$ cat config.mk
export PLATFORM = sky130hd
export DESIGN_NAME = ula_muldiv_flat
export DESIGN_NICKNAME = d
export VERILOG_FILES = /design/src/rtl/ula_md_pkg.sv /design/src/rtl/ula_muldiv_if.sv /design/src/rtl/ula_md_step.sv /design/src/rtl/ula_muldiv.sv /design/src/flat_wrapper.sv
export SDC_FILE = /design/constraint.sdc
export NUM_CORES = 1
export LEC_CHECK = 0
export CAP_MARGIN = 15
export CORE_ASPECT_RATIO = 0.8
export CORE_MARGIN = 2
export CORE_UTILIZATION = 23
export CTS_BUF_LIST = sky130_fd_sc_hd__clkbuf_4
export DETAILED_ROUTE_END_ITERATION = 16
export PLACE_DENSITY = 0.38
export SETUP_SLACK_MARGIN = 0.15
export SLEW_MARGIN = 20
export SYNTH_ARGS = -nofsm -noshare
export SYNTH_HDL_FRONTEND = slang
export SYNTH_SLANG_ARGS = --single-unit
$ cat constraint.sdc
create_clock -name clk -period 3.8 [get_ports clk]
set_input_delay 0.38 -clock clk [delete_from_list [all_inputs] [get_ports clk]]
set_output_delay 0.38 -clock clk [all_outputs]
set_load 0.05 [all_outputs]
$ cat src/rtl/ula_md_pkg.sv
// Shared encodings for the EX-stage multiply/divide unit: opcodes, HI/LO read
// selects and the iteration FSM states.
package ula_md_pkg;

    localparam int MD_OP_W  = 3;
    localparam int RD_SEL_W = 2;

    typedef enum logic [MD_OP_W-1:0] {
        MD_NONE  = 3'b000,
        MD_MULT  = 3'b001,
        MD_MULTU = 3'b010,
        MD_DIV   = 3'b011,
        MD_DIVU  = 3'b100,
        MD_MTHI  = 3'b101,
        MD_MTLO  = 3'b110,
        MD_RSVD  = 3'b111
    } md_op_e;

    typedef enum logic [RD_SEL_W-1:0] {
        RD_NONE = 2'b00,
        RD_HI   = 2'b01,
        RD_LO   = 2'b10
    } rd_sel_e;

    typedef enum logic [1:0] {
        ST_IDLE = 2'b00,
        ST_MUL  = 2'b01,
        ST_DIV  = 2'b10,
        ST_FIX  = 2'b11
    } md_state_e;

endpackage

$ cat src/rtl/ula_muldiv_if.sv
// Control/operand/result bundle between the EX-stage pipeline and the
// multiply/divide unit.
interface ula_muldiv_if #(
    parameter int WIDTH = 32
);
    import ula_md_pkg::*;

    logic [MD_OP_W-1:0]  md_op;
    logic [WIDTH-1:0]    In1;
    logic [WIDTH-1:0]    In2;
    logic                flush;
    logic [RD_SEL_W-1:0] rd_sel;
    logic [WIDTH-1:0]    rd_data;
    logic                busy;
    logic                done;
    logic                md_stall;
    logic [WIDTH-1:0]    hi_o;
    logic [WIDTH-1:0]    lo_o;

    modport master (
        output md_op, In1, In2, flush, rd_sel,
        input  rd_data, busy, done, md_stall, hi_o, lo_o
    );

    modport slave (
        input  md_op, In1, In2, flush, rd_sel,
        output rd_data, busy, done, md_stall, hi_o, lo_o
    );

endinterface

$ cat src/rtl/ula_md_step.sv
// One iteration of the multiply/divide datapath: a shift-add multiply step or
// a restoring shift-subtract divide step on the {upper, lower} accumulator.
module ula_md_step #(
    parameter int WIDTH = 32
) (
    input  logic                 is_div,
    input  logic [2*WIDTH-1:0]   acc,
    input  logic [WIDTH-1:0]     opnd,
    output logic [2*WIDTH-1:0]   acc_nx
);

    logic [WIDTH:0]   sum;
    logic [WIDTH:0]   rem_sh;
    logic [WIDTH-1:0] diff;

    always_comb begin
        sum    = '0;
        rem_sh = '0;
        diff   = '0;
        acc_nx = acc;
        if (!is_div) begin
            // Multiplier sits in the low half; its LSB gates the add, carry lands in the top bit.
            sum    = {1'b0, acc[2*WIDTH-1:WIDTH]} + (acc[0] ? {1'b0, opnd} : '0);
            acc_nx = {sum, acc[WIDTH-1:1]};
        end else begin
            // Partial remainder stays below the divisor, so the difference always fits WIDTH bits.
            rem_sh = acc[2*WIDTH-1:WIDTH-1];
            diff   = rem_sh[WIDTH-1:0] - opnd;
            if (rem_sh >= {1'b0, opnd}) begin
                acc_nx = {diff, acc[WIDTH-2:0], 1'b1};
            end else begin
                acc_nx = {rem_sh[WIDTH-1:0], acc[WIDTH-2:0], 1'b0};
            end
        end
    end

endmodule

$ cat src/rtl/ula_muldiv.sv
// Iterative multiply/divide unit owning HI/LO; runs WIDTH steps on operand
// magnitudes and fixes the result sign in a final cycle.
module ula_muldiv
    import ula_md_pkg::*;
#(
    parameter int WIDTH = 32
) (
    input  logic         clk,
    input  logic         rst_n,
    ula_muldiv_if.slave  bus
);

    localparam int CNT_W = $clog2(WIDTH);

    md_state_e               state, state_nx;
    md_op_e                  op;
    logic [CNT_W-1:0]        cnt;
    logic [2*WIDTH-1:0]      acc, acc_nx;
    logic [WIDTH-1:0]        opnd;
    logic [WIDTH-1:0]        hi, lo;
    logic [WIDTH-1:0]        fix_hi, fix_lo;
    logic signed [WIDTH-1:0] in1_s, in2_s;
    logic                    is_div, neg_q, neg_r, done_r;
    logic                    op_signed, busy;
    logic                    ld_mul, ld_div, step_en, wr_fix, wr_div0, wr_hi, wr_lo;

    function automatic logic [WIDTH-1:0] mag(input logic signed [WIDTH-1:0] v, input logic sgn);
        return (sgn && (v < 0)) ? -v : v;
    endfunction

    function automatic logic [WIDTH-1:0] cneg_w(input logic [WIDTH-1:0] v, input logic n);
        return n ? -v : v;
    endfunction

    function automatic logic [2*WIDTH-1:0] cneg_2w(input logic [2*WIDTH-1:0] v, input logic n);
        return n ? -v : v;
    endfunction

    assign op        = md_op_e'(bus.md_op);
    assign in1_s     = bus.In1;
    assign in2_s     = bus.In2;
    assign op_signed = (op == MD_MULT) || (op == MD_DIV);

    always_ff @(posedge clk) begin
        if (!rst_n) state <= ST_IDLE;
        else        state <= state_nx;
    end

    always_comb begin
        state_nx = state;
        ld_mul   = 1'b0;
        ld_div   = 1'b0;
        step_en  = 1'b0;
        wr_fix   = 1'b0;
        wr_div0  = 1'b0;
        wr_hi    = 1'b0;
        wr_lo    = 1'b0;
        if (bus.flush) begin
            state_nx = ST_IDLE;
        end else begin
            case (state)
                ST_IDLE: begin
                    case (op)
                        MD_MULT, MD_MULTU: begin
                            ld_mul   = 1'b1;
                            state_nx = ST_MUL;
                        end
                        MD_DIV, MD_DIVU: begin
                            if (bus.In2 == '0) begin
                                wr_div0 = 1'b1;
                            end else begin
                                ld_div   = 1'b1;
                                state_nx = ST_DIV;
                            end
                        end
                        MD_MTHI: wr_hi = 1'b1;
                        MD_MTLO: wr_lo = 1'b1;
                        default: ;
                    endcase
                end
                ST_MUL, ST_DIV: begin
                    step_en = 1'b1;
                    if (cnt == CNT_W'(WIDTH - 1)) state_nx = ST_FIX;
                end
                ST_FIX: begin
                    wr_fix   = 1'b1;
                    state_nx = ST_IDLE;
                end
                default: state_nx = ST_IDLE;
            endcase
        end
    end

    ula_md_step #(.WIDTH(WIDTH)) u_step (
        .is_div (is_div),
        .acc    (acc),
        .opnd   (opnd),
        .acc_nx (acc_nx)
    );

    // Operand/accumulator path: only meaningful while an operation is in flight.
    always_ff @(posedge clk) begin
        if (ld_mul) begin
            acc    <= {{WIDTH{1'b0}}, mag(in2_s, op_signed)};
            opnd   <= mag(in1_s, op_signed);
            is_div <= 1'b0;
            neg_q  <= op_signed & (bus.In1[WIDTH-1] ^ bus.In2[WIDTH-1]);
            neg_r  <= 1'b0;
        end else if (ld_div) begin
            acc    <= {{WIDTH{1'b0}}, mag(in1_s, op_signed)};
            opnd   <= mag(in2_s, op_signed);
            is_div <= 1'b1;
            neg_q  <= op_signed & (bus.In1[WIDTH-1] ^ bus.In2[WIDTH-1]);
            neg_r  <= op_signed & bus.In1[WIDTH-1];
        end else if (step_en) begin
            acc <= acc_nx;
        end
    end

    always_comb begin
        fix_hi = cneg_w(acc[2*WIDTH-1:WIDTH], neg_r);
        fix_lo = cneg_w(acc[WIDTH-1:0], neg_q);
        if (!is_div) {fix_hi, fix_lo} = cneg_2w(acc, neg_q);
    end

    always_ff @(posedge clk) begin
        if (!rst_n) begin
            cnt    <= '0;
            hi     <= '0;
            lo     <= '0;
            done_r <= 1'b0;
        end else begin
            done_r <= wr_fix | wr_div0;
            if (ld_mul || ld_div) cnt <= '0;
            else if (step_en)     cnt <= cnt + 1'b1;
            if (wr_fix) begin
                hi <= fix_hi;
                lo <= fix_lo;
            end else if (wr_div0) begin
                hi <= bus.In1;
                lo <= '1;
            end else if (wr_hi) begin
                hi <= bus.In1;
            end else if (wr_lo) begin
                lo <= bus.In1;
            end
        end
    end

    assign busy         = (state != ST_IDLE);
    assign bus.busy     = busy;
    assign bus.done     = done_r;
    assign bus.hi_o     = hi;
    assign bus.lo_o     = lo;
    assign bus.md_stall = busy & (((op != MD_NONE) && (op != MD_RSVD)) || (bus.rd_sel != RD_NONE));
    assign bus.rd_data  = (bus.rd_sel == RD_HI) ? hi :
                          (bus.rd_sel == RD_LO) ? lo : '0;

endmodule

$ cat src/flat_wrapper.sv
// flat-port wrapper written by rule: the top's interface ports become plain ports
module ula_muldiv_flat import ula_md_pkg::*;
#(
    parameter int WIDTH = 32
)
  (clk, rst_n, bus_md_op, bus_In1, bus_In2, bus_flush, bus_rd_sel, bus_rd_data, bus_busy, bus_done, bus_md_stall, bus_hi_o, bus_lo_o);
  ula_muldiv_if #(.WIDTH(WIDTH)) bus_i ();
  input  logic clk;
  input  logic rst_n;
  input wire logic [$bits(bus_i.md_op)-1:0] bus_md_op;
  input wire logic [$bits(bus_i.In1)-1:0] bus_In1;
  input wire logic [$bits(bus_i.In2)-1:0] bus_In2;
  input wire logic [$bits(bus_i.flush)-1:0] bus_flush;
  input wire logic [$bits(bus_i.rd_sel)-1:0] bus_rd_sel;
  output wire logic [$bits(bus_i.rd_data)-1:0] bus_rd_data;
  output wire logic [$bits(bus_i.busy)-1:0] bus_busy;
  output wire logic [$bits(bus_i.done)-1:0] bus_done;
  output wire logic [$bits(bus_i.md_stall)-1:0] bus_md_stall;
  output wire logic [$bits(bus_i.hi_o)-1:0] bus_hi_o;
  output wire logic [$bits(bus_i.lo_o)-1:0] bus_lo_o;
  assign bus_i.md_op = bus_md_op;
  assign bus_i.In1 = bus_In1;
  assign bus_i.In2 = bus_In2;
  assign bus_i.flush = bus_flush;
  assign bus_i.rd_sel = bus_rd_sel;
  assign bus_rd_data = bus_i.rd_data;
  assign bus_busy = bus_i.busy;
  assign bus_done = bus_i.done;
  assign bus_md_stall = bus_i.md_stall;
  assign bus_hi_o = bus_i.hi_o;
  assign bus_lo_o = bus_i.lo_o;
  ula_muldiv #(.WIDTH(WIDTH)) u_core (.clk(clk), .rst_n(rst_n), .bus(bus_i));
endmodule
==> flow_summary.html <==
<table>
<tr><th>Metric</th><th>Value</th></tr>
<tr><th colspan="2">Setup path</th></tr>
<tr><td>Worst R2R End</td><td>u_core.acc[62]</td></tr>
<tr><td>Number of cells on the worst reg-to-reg path</td><td>12</td></tr>
<tr><td>Required time of the critical path</td><td>between 4000 and 5000 ps</td></tr>
<tr><td>Worst setup path endpoint</td><td>u_core.acc[62]</td></tr>
<tr><td>Critical Path Source</td><td>u_core.opnd[25]</td></tr>
<tr><td>Data arrival, critical path</td><td>between 4000 and 5000 ps</td></tr>
<tr><td>Kind of end point of the critical path</td><td>flop</td></tr>
<tr><td>Start-to-end type of the worst setup path</td><td>flop to flop</td></tr>
<tr><td>Worst Setup Start Kind</td><td>flop</td></tr>
<tr><td>Reg-to-reg setup timing slack</td><td>between 200 and 300 ps</td></tr>
<tr><td>Reg-to-reg critical path startpoint</td><td>u_core.opnd[25]</td></tr>
<tr><td>Critical path fanouts, max</td><td>21</td></tr>
<tr><th colspan="2">Final layout</th></tr>
<tr><td>Leading cell type in the layout, fill and taps excluded</td><td>sky130_fd_sc_hd__a21oi_1</td></tr>
<tr><td>FF/Latch Area</td><td>a little over 0.004 sq mm</td></tr>
<tr><td>Top library cells by usage in the layout, fill and taps aside</td><td>sky130_fd_sc_hd__a21oi_1 (227), sky130_fd_sc_hd__nand2_1 (186), sky130_fd_sc_hd__clkdlybuf4s50_1 (169)</td></tr>
<tr><td>Share of post-route cells with drive strength above 1</td><td>a little under an eighth</td></tr>
<tr><td>Final #Nets</td><td>between 2000 and 2500</td></tr>
<tr><td>Fill cell total of the finished layout</td><td>between 6000 and 7000</td></tr>
<tr><td>Area of combinational cells with multiple inputs</td><td>around 0.010 sq mm</td></tr>
<tr><td>Area growth, synth to finish</td><td>26.1%</td></tr>
<tr><th colspan="2">CTS</th></tr>
<tr><td>CTS H-tree lvls</td><td>4</td></tr>
<tr><td>Clock slew at reported path FFs</td><td>approximately 180 ps</td></tr>
<tr><td>Clock Root Buffer</td><td>sky130_fd_sc_hd__clkbuf_4</td></tr>
<tr><td>Clock sink count</td><td>171</td></tr>
<tr><td>Clock tree from TritonCTS</td><td>yes</td></tr>
<tr><td># hold bufs at CTS</td><td>0</td></tr>
<tr><td>Total CTS buffers</td><td>17</td></tr>
<tr><td>Maximum clock insertion buffer count</td><td>2</td></tr>
<tr><td>Clock Latency Late Sink</td><td>between 600 and 700 ps</td></tr>
<tr><th colspan="2">Floorplanning</th></tr>
<tr><td>I/O pin cnt</td><td>approximately 170</td></tr>
<tr><td>Horiz. Die Dim</td><td>290 um</td></tr>
<tr><td>Total core area</td><td>about 0.064 sq mm</td></tr>
<tr><td>Initial core utilization</td><td>about a quarter</td></tr>
<tr><td>Chip Height</td><td>between 200 and 250 um</td></tr>
<tr><td>Number of core rows</td><td>between 80 and 90</td></tr>
<tr><td>Die Area</td><td>around 0.068 sq mm</td></tr>
<tr><th colspan="2">Pwr</th></tr>
<tr><td>Leakage power</td><td>~7.6 nW</td></tr>
<tr><td>IR drop worst, VDD</td><td>around 210 uV</td></tr>
<tr><td>Overall Power</td><td>between 0.008 and 0.009 W</td></tr>
<tr><td>Pwr/cell area</td><td>about 470 mW/mm^2</td></tr>
<tr><th colspan="2">STA</th></tr>
<tr><td>Setup repair after global routing missed its margin</td><td>no</td></tr>
<tr><td>Final Cycle Share</td><td>slightly above 90%</td></tr>
<tr><td>Post-layout min period</td><td>around 3500 ps</td></tr>
<tr><td>Slew at the pin closest to its max-slew limit</td><td>1110 ps</td></tr>
<tr><td>Final Hold Slack</td><td>448 ps</td></tr>
<tr><td>Normalized max-slew margin</td><td>25.9%</td></tr>
<tr><td>Final number of setup-violating endpoints</td><td>0</td></tr>
<tr><td>Final-report hold violation count</td><td>0</td></tr>
<tr><td>Clock Skews</td><td>around 36 ps</td></tr>
<tr><td>Number of slew-limit violations in the final report</td><td>0</td></tr>
<tr><td>Peak Freq</td><td>roughly 280 MHz</td></tr>
<tr><th colspan="2">Drt</th></tr>
<tr><td>Mean routed wirelength per cell</td><td>about 23 um</td></tr>
<tr><td>DR iter-0 viols</td><td>roughly 1600</td></tr>
<tr><td>Via count</td><td>~16000</td></tr>
<tr><td>DRC</td><td>0</td></tr>
<tr><td>First-pass detailed-route iteration total</td><td>5</td></tr>
<tr><td>Aggregate routed wire length</td><td>between 70000 and 80000 um</td></tr>
<tr><td>Post-route antenna net violation count</td><td>0</td></tr>
<tr><td>Avg Vias per Cell</td><td>5.20</td></tr>
<tr><th colspan="2">Place</th></tr>
<tr><td>Post-DP HPWL</td><td>58000 um</td></tr>
<tr><td>Buffers on Ports</td><td>170</td></tr>
<tr><td>Weighted congestion reported at the end of routability-driven placement</td><td>approximately 0.90</td></tr>
<tr><th colspan="2">Global route</th></tr>
<tr><td>Number of global-route vias before repair</td><td>~15000</td></tr>
<tr><td>Global-route total usage across every layer</td><td>20.6%</td></tr>
<tr><td>Total congestion overflow</td><td>0</td></tr>
<tr><td>Wire length of the first global-routing pass</td><td>103000 um</td></tr>
<tr><td>Number of antenna violations at the first check in global routing</td><td>2</td></tr>
<tr><td>Pin count of the biggest net entering global routing</td><td>60</td></tr>
<tr><th colspan="2">Yosys</th></tr>
<tr><td>Distinct cell type count after synthesis</td><td>85</td></tr>
<tr><td>Post-synthesis cell type with the largest combined area</td><td>sky130_fd_sc_hd__dfxtp_1</td></tr>
<tr><td>Post-Syn Area</td><td>about 0.015 sq mm</td></tr>
<tr><td>Sequential fraction of the synthesis area</td><td>around 27%</td></tr>
<tr><td>Post-Synthesis Cells</td><td>between 1500 and 2000</td></tr>
<tr><td>Asr flop ratio synth</td><td>0%</td></tr>
<tr><td>Synth top area share</td><td>approximately 14%</td></tr>
<tr><td>Flip-flop and latch count after synthesis</td><td>approximately 170</td></tr>
<tr><td>Average cell area after synthesis</td><td>roughly 7.8 sq um</td></tr>
<tr><td>Count of flip-flops with a built-in enable after synthesis</td><td>between 60 and 70</td></tr>
<tr><td>Synthesis Warnings</td><td>0</td></tr>
<tr><td>Largest cells by area after synthesis</td><td>sky130_fd_sc_hd__dfxtp_1 (14%), sky130_fd_sc_hd__edfxtp_1 (13%), sky130_fd_sc_hd__a21oi_1 (7.6%), sky130_fd_sc_hd__ha_1 (6.1%), sky130_fd_sc_hd__xor2_1 (5.1%)</td></tr>
<tr><td>Number of nets produced by synthesis</td><td>between 2000 and 2500</td></tr>
<tr><td>Most frequently used flop master after synthesis</td><td>sky130_fd_sc_hd__dfxtp_1</td></tr>
<tr><th colspan="2">Hold path</th></tr>
<tr><td>Kind of path behind the tightest hold check</td><td>primary input to flop</td></tr>
<tr><th colspan="2">Outcome</th></tr>
<tr><td>Outcome</td><td>complete, no violations</td></tr>
<tr><th colspan="2">Flow run</th></tr>
<tr><td>Max Cap Viol</td><td>0</td></tr>
</table>
-- sequential cells by signal (all words and copies together) (netlist names) --
| signal | cells |
|---|---|
| u_core.acc | 64 |
| u_core.bus.done | 1 |
| u_core.bus.hi_o | 32 |
| u_core.bus.lo_o | 32 |
| u_core.cnt | 5 |
| u_core.is_div | 1 |
| u_core.neg_q | 1 |
| u_core.neg_r | 1 |
| u_core.opnd | 32 |
| u_core.state | 2 |
-- power by group --
| part | total (W) | internal (W) | switching, W |
|---|---|---|---|
| combinational | 0.00536 | 0.00205 | 0.00331 |
| clock | 0.00114 | 0.000355 | 0.000782 |
| sequential | 0.00242 | 0.00217 | 0.000254 |
-- cell usage after synthesis, types with 17 or more instances --
library cell,number
sky130_fd_sc_hd__clkbuf_1,99
sky130_fd_sc_hd__nor3_1,25
sky130_fd_sc_hd__a21o_1,33
sky130_fd_sc_hd__a31oi_1,17
sky130_fd_sc_hd__mux2i_1,66
sky130_fd_sc_hd__a211oi_1,21
sky130_fd_sc_hd__nor2b_1,46
sky130_fd_sc_hd__a21oi_1,229
sky130_fd_sc_hd__ha_1,73
sky130_fd_sc_hd__xor2_1,88
sky130_fd_sc_hd__nor2_1,139
sky130_fd_sc_hd__nand2_1,187
sky130_fd_sc_hd__o31ai_1,24
sky130_fd_sc_hd__a22oi_1,24
sky130_fd_sc_hd__dfxtp_1,106
sky130_fd_sc_hd__o21ai_0,147
sky130_fd_sc_hd__nand3_1,66
sky130_fd_sc_hd__edfxtp_1,65
sky130_fd_sc_hd__inv_1,66
sky130_fd_sc_hd__xnor2_1,87
sky130_fd_sc_hd__a22o_1,34
sky130_fd_sc_hd__or3_1,25
sky130_fd_sc_hd__nand2b_1,24
-- logic make-up after synthesis --
logic type,count (synthesis),synth area share [%]
AOI/OAI and AO/OA,647,26.8
xor gates and xnor gates,175,10.2
adders and majority gates,75,6.32
buffers and inverters,188,4.86
DFF,171,27.0
muxes,70,4.68
and+or+nand+nor,618,20.2
-- final cells by class --
type                            count  share of cell area, %
Antenna cell                        1                 0.0132
Clock buffer                       20                  0.790
Clock inverter                     12                  0.612
Inverter                           67                   1.32
Multi-Input combinational cell   1585                   54.6
Sequential cell                   171                   21.4
Tap cell                          850                   5.59
Timing Repair Buffer              326                   15.6
-- metrics by stage --
stage	std cells	TNS [ps]	worst slack [ps]	instance area, sq um	util, %
2_1_floorplan	1944	0	435	15100	-
3_3_place_gp	2997	-86.1	-51.0	18700	28.9
3_5_place_dp	2997	-91.4	-79.2	18700	28.9
4_1_cts	3029	0	155	19000	29.4
5_1_grt	3032	0	154	19000	29.5
6_report	3032	0	273	19000	29.5
-- layer usage --
metal,up-vias,wire length [um],global-route usage [%]
li1,7512,-,-
met1,7709,37700,32.8
met2,521,28200,28.6
met3,36,4350,3.15
met4,0,748,3.30
met5,-,0,0
-- critical path, cell delays in order (launching register included) --
cell and delay [ps]:
sky130_fd_sc_hd__edfxtp_1 490, sky130_fd_sc_hd__inv_1 100, sky130_fd_sc_hd__ha_1 370, sky130_fd_sc_hd__nand4_1 260, sky130_fd_sc_hd__nor4_4 420, sky130_fd_sc_hd__nand2_1 120
sky130_fd_sc_hd__a211oi_2 390, sky130_fd_sc_hd__nor3b_4 110, sky130_fd_sc_hd__o21a_1 210, sky130_fd_sc_hd__buf_12 170, sky130_fd_sc_hd__or4_1 460, sky130_fd_sc_hd__mux2i_1 240
sky130_fd_sc_hd__a211oi_1 70
-- timing repair --
item                       in CTS  in global routing
setup endpoints to repair      14                 18
gates cloned                    0                  0
gates resized for setup         6                 10
buffers inserted                0                  2
pin swaps                       1                  1
-- worst min path at each step --
stage | startpoint | end | slack (ps) | cells after the start
after floorplan | u_core.cnt[4] | u_core.cnt[4] | 440 | 2
after global placement | u_core.cnt[4] | u_core.cnt[4] | 450 | 2
after detailed placement | u_core.cnt[4] | u_core.cnt[4] | 460 | 2
after CTS | rst_n | u_core.bus.hi_o[23] | 390 | 2
after global routing | rst_n | u_core.bus.hi_o[19] | 410 | 2
final | rst_n | u_core.bus.hi_o[23] | 450 | 2
No activity file was read; power rests on OpenSTA's default activity.
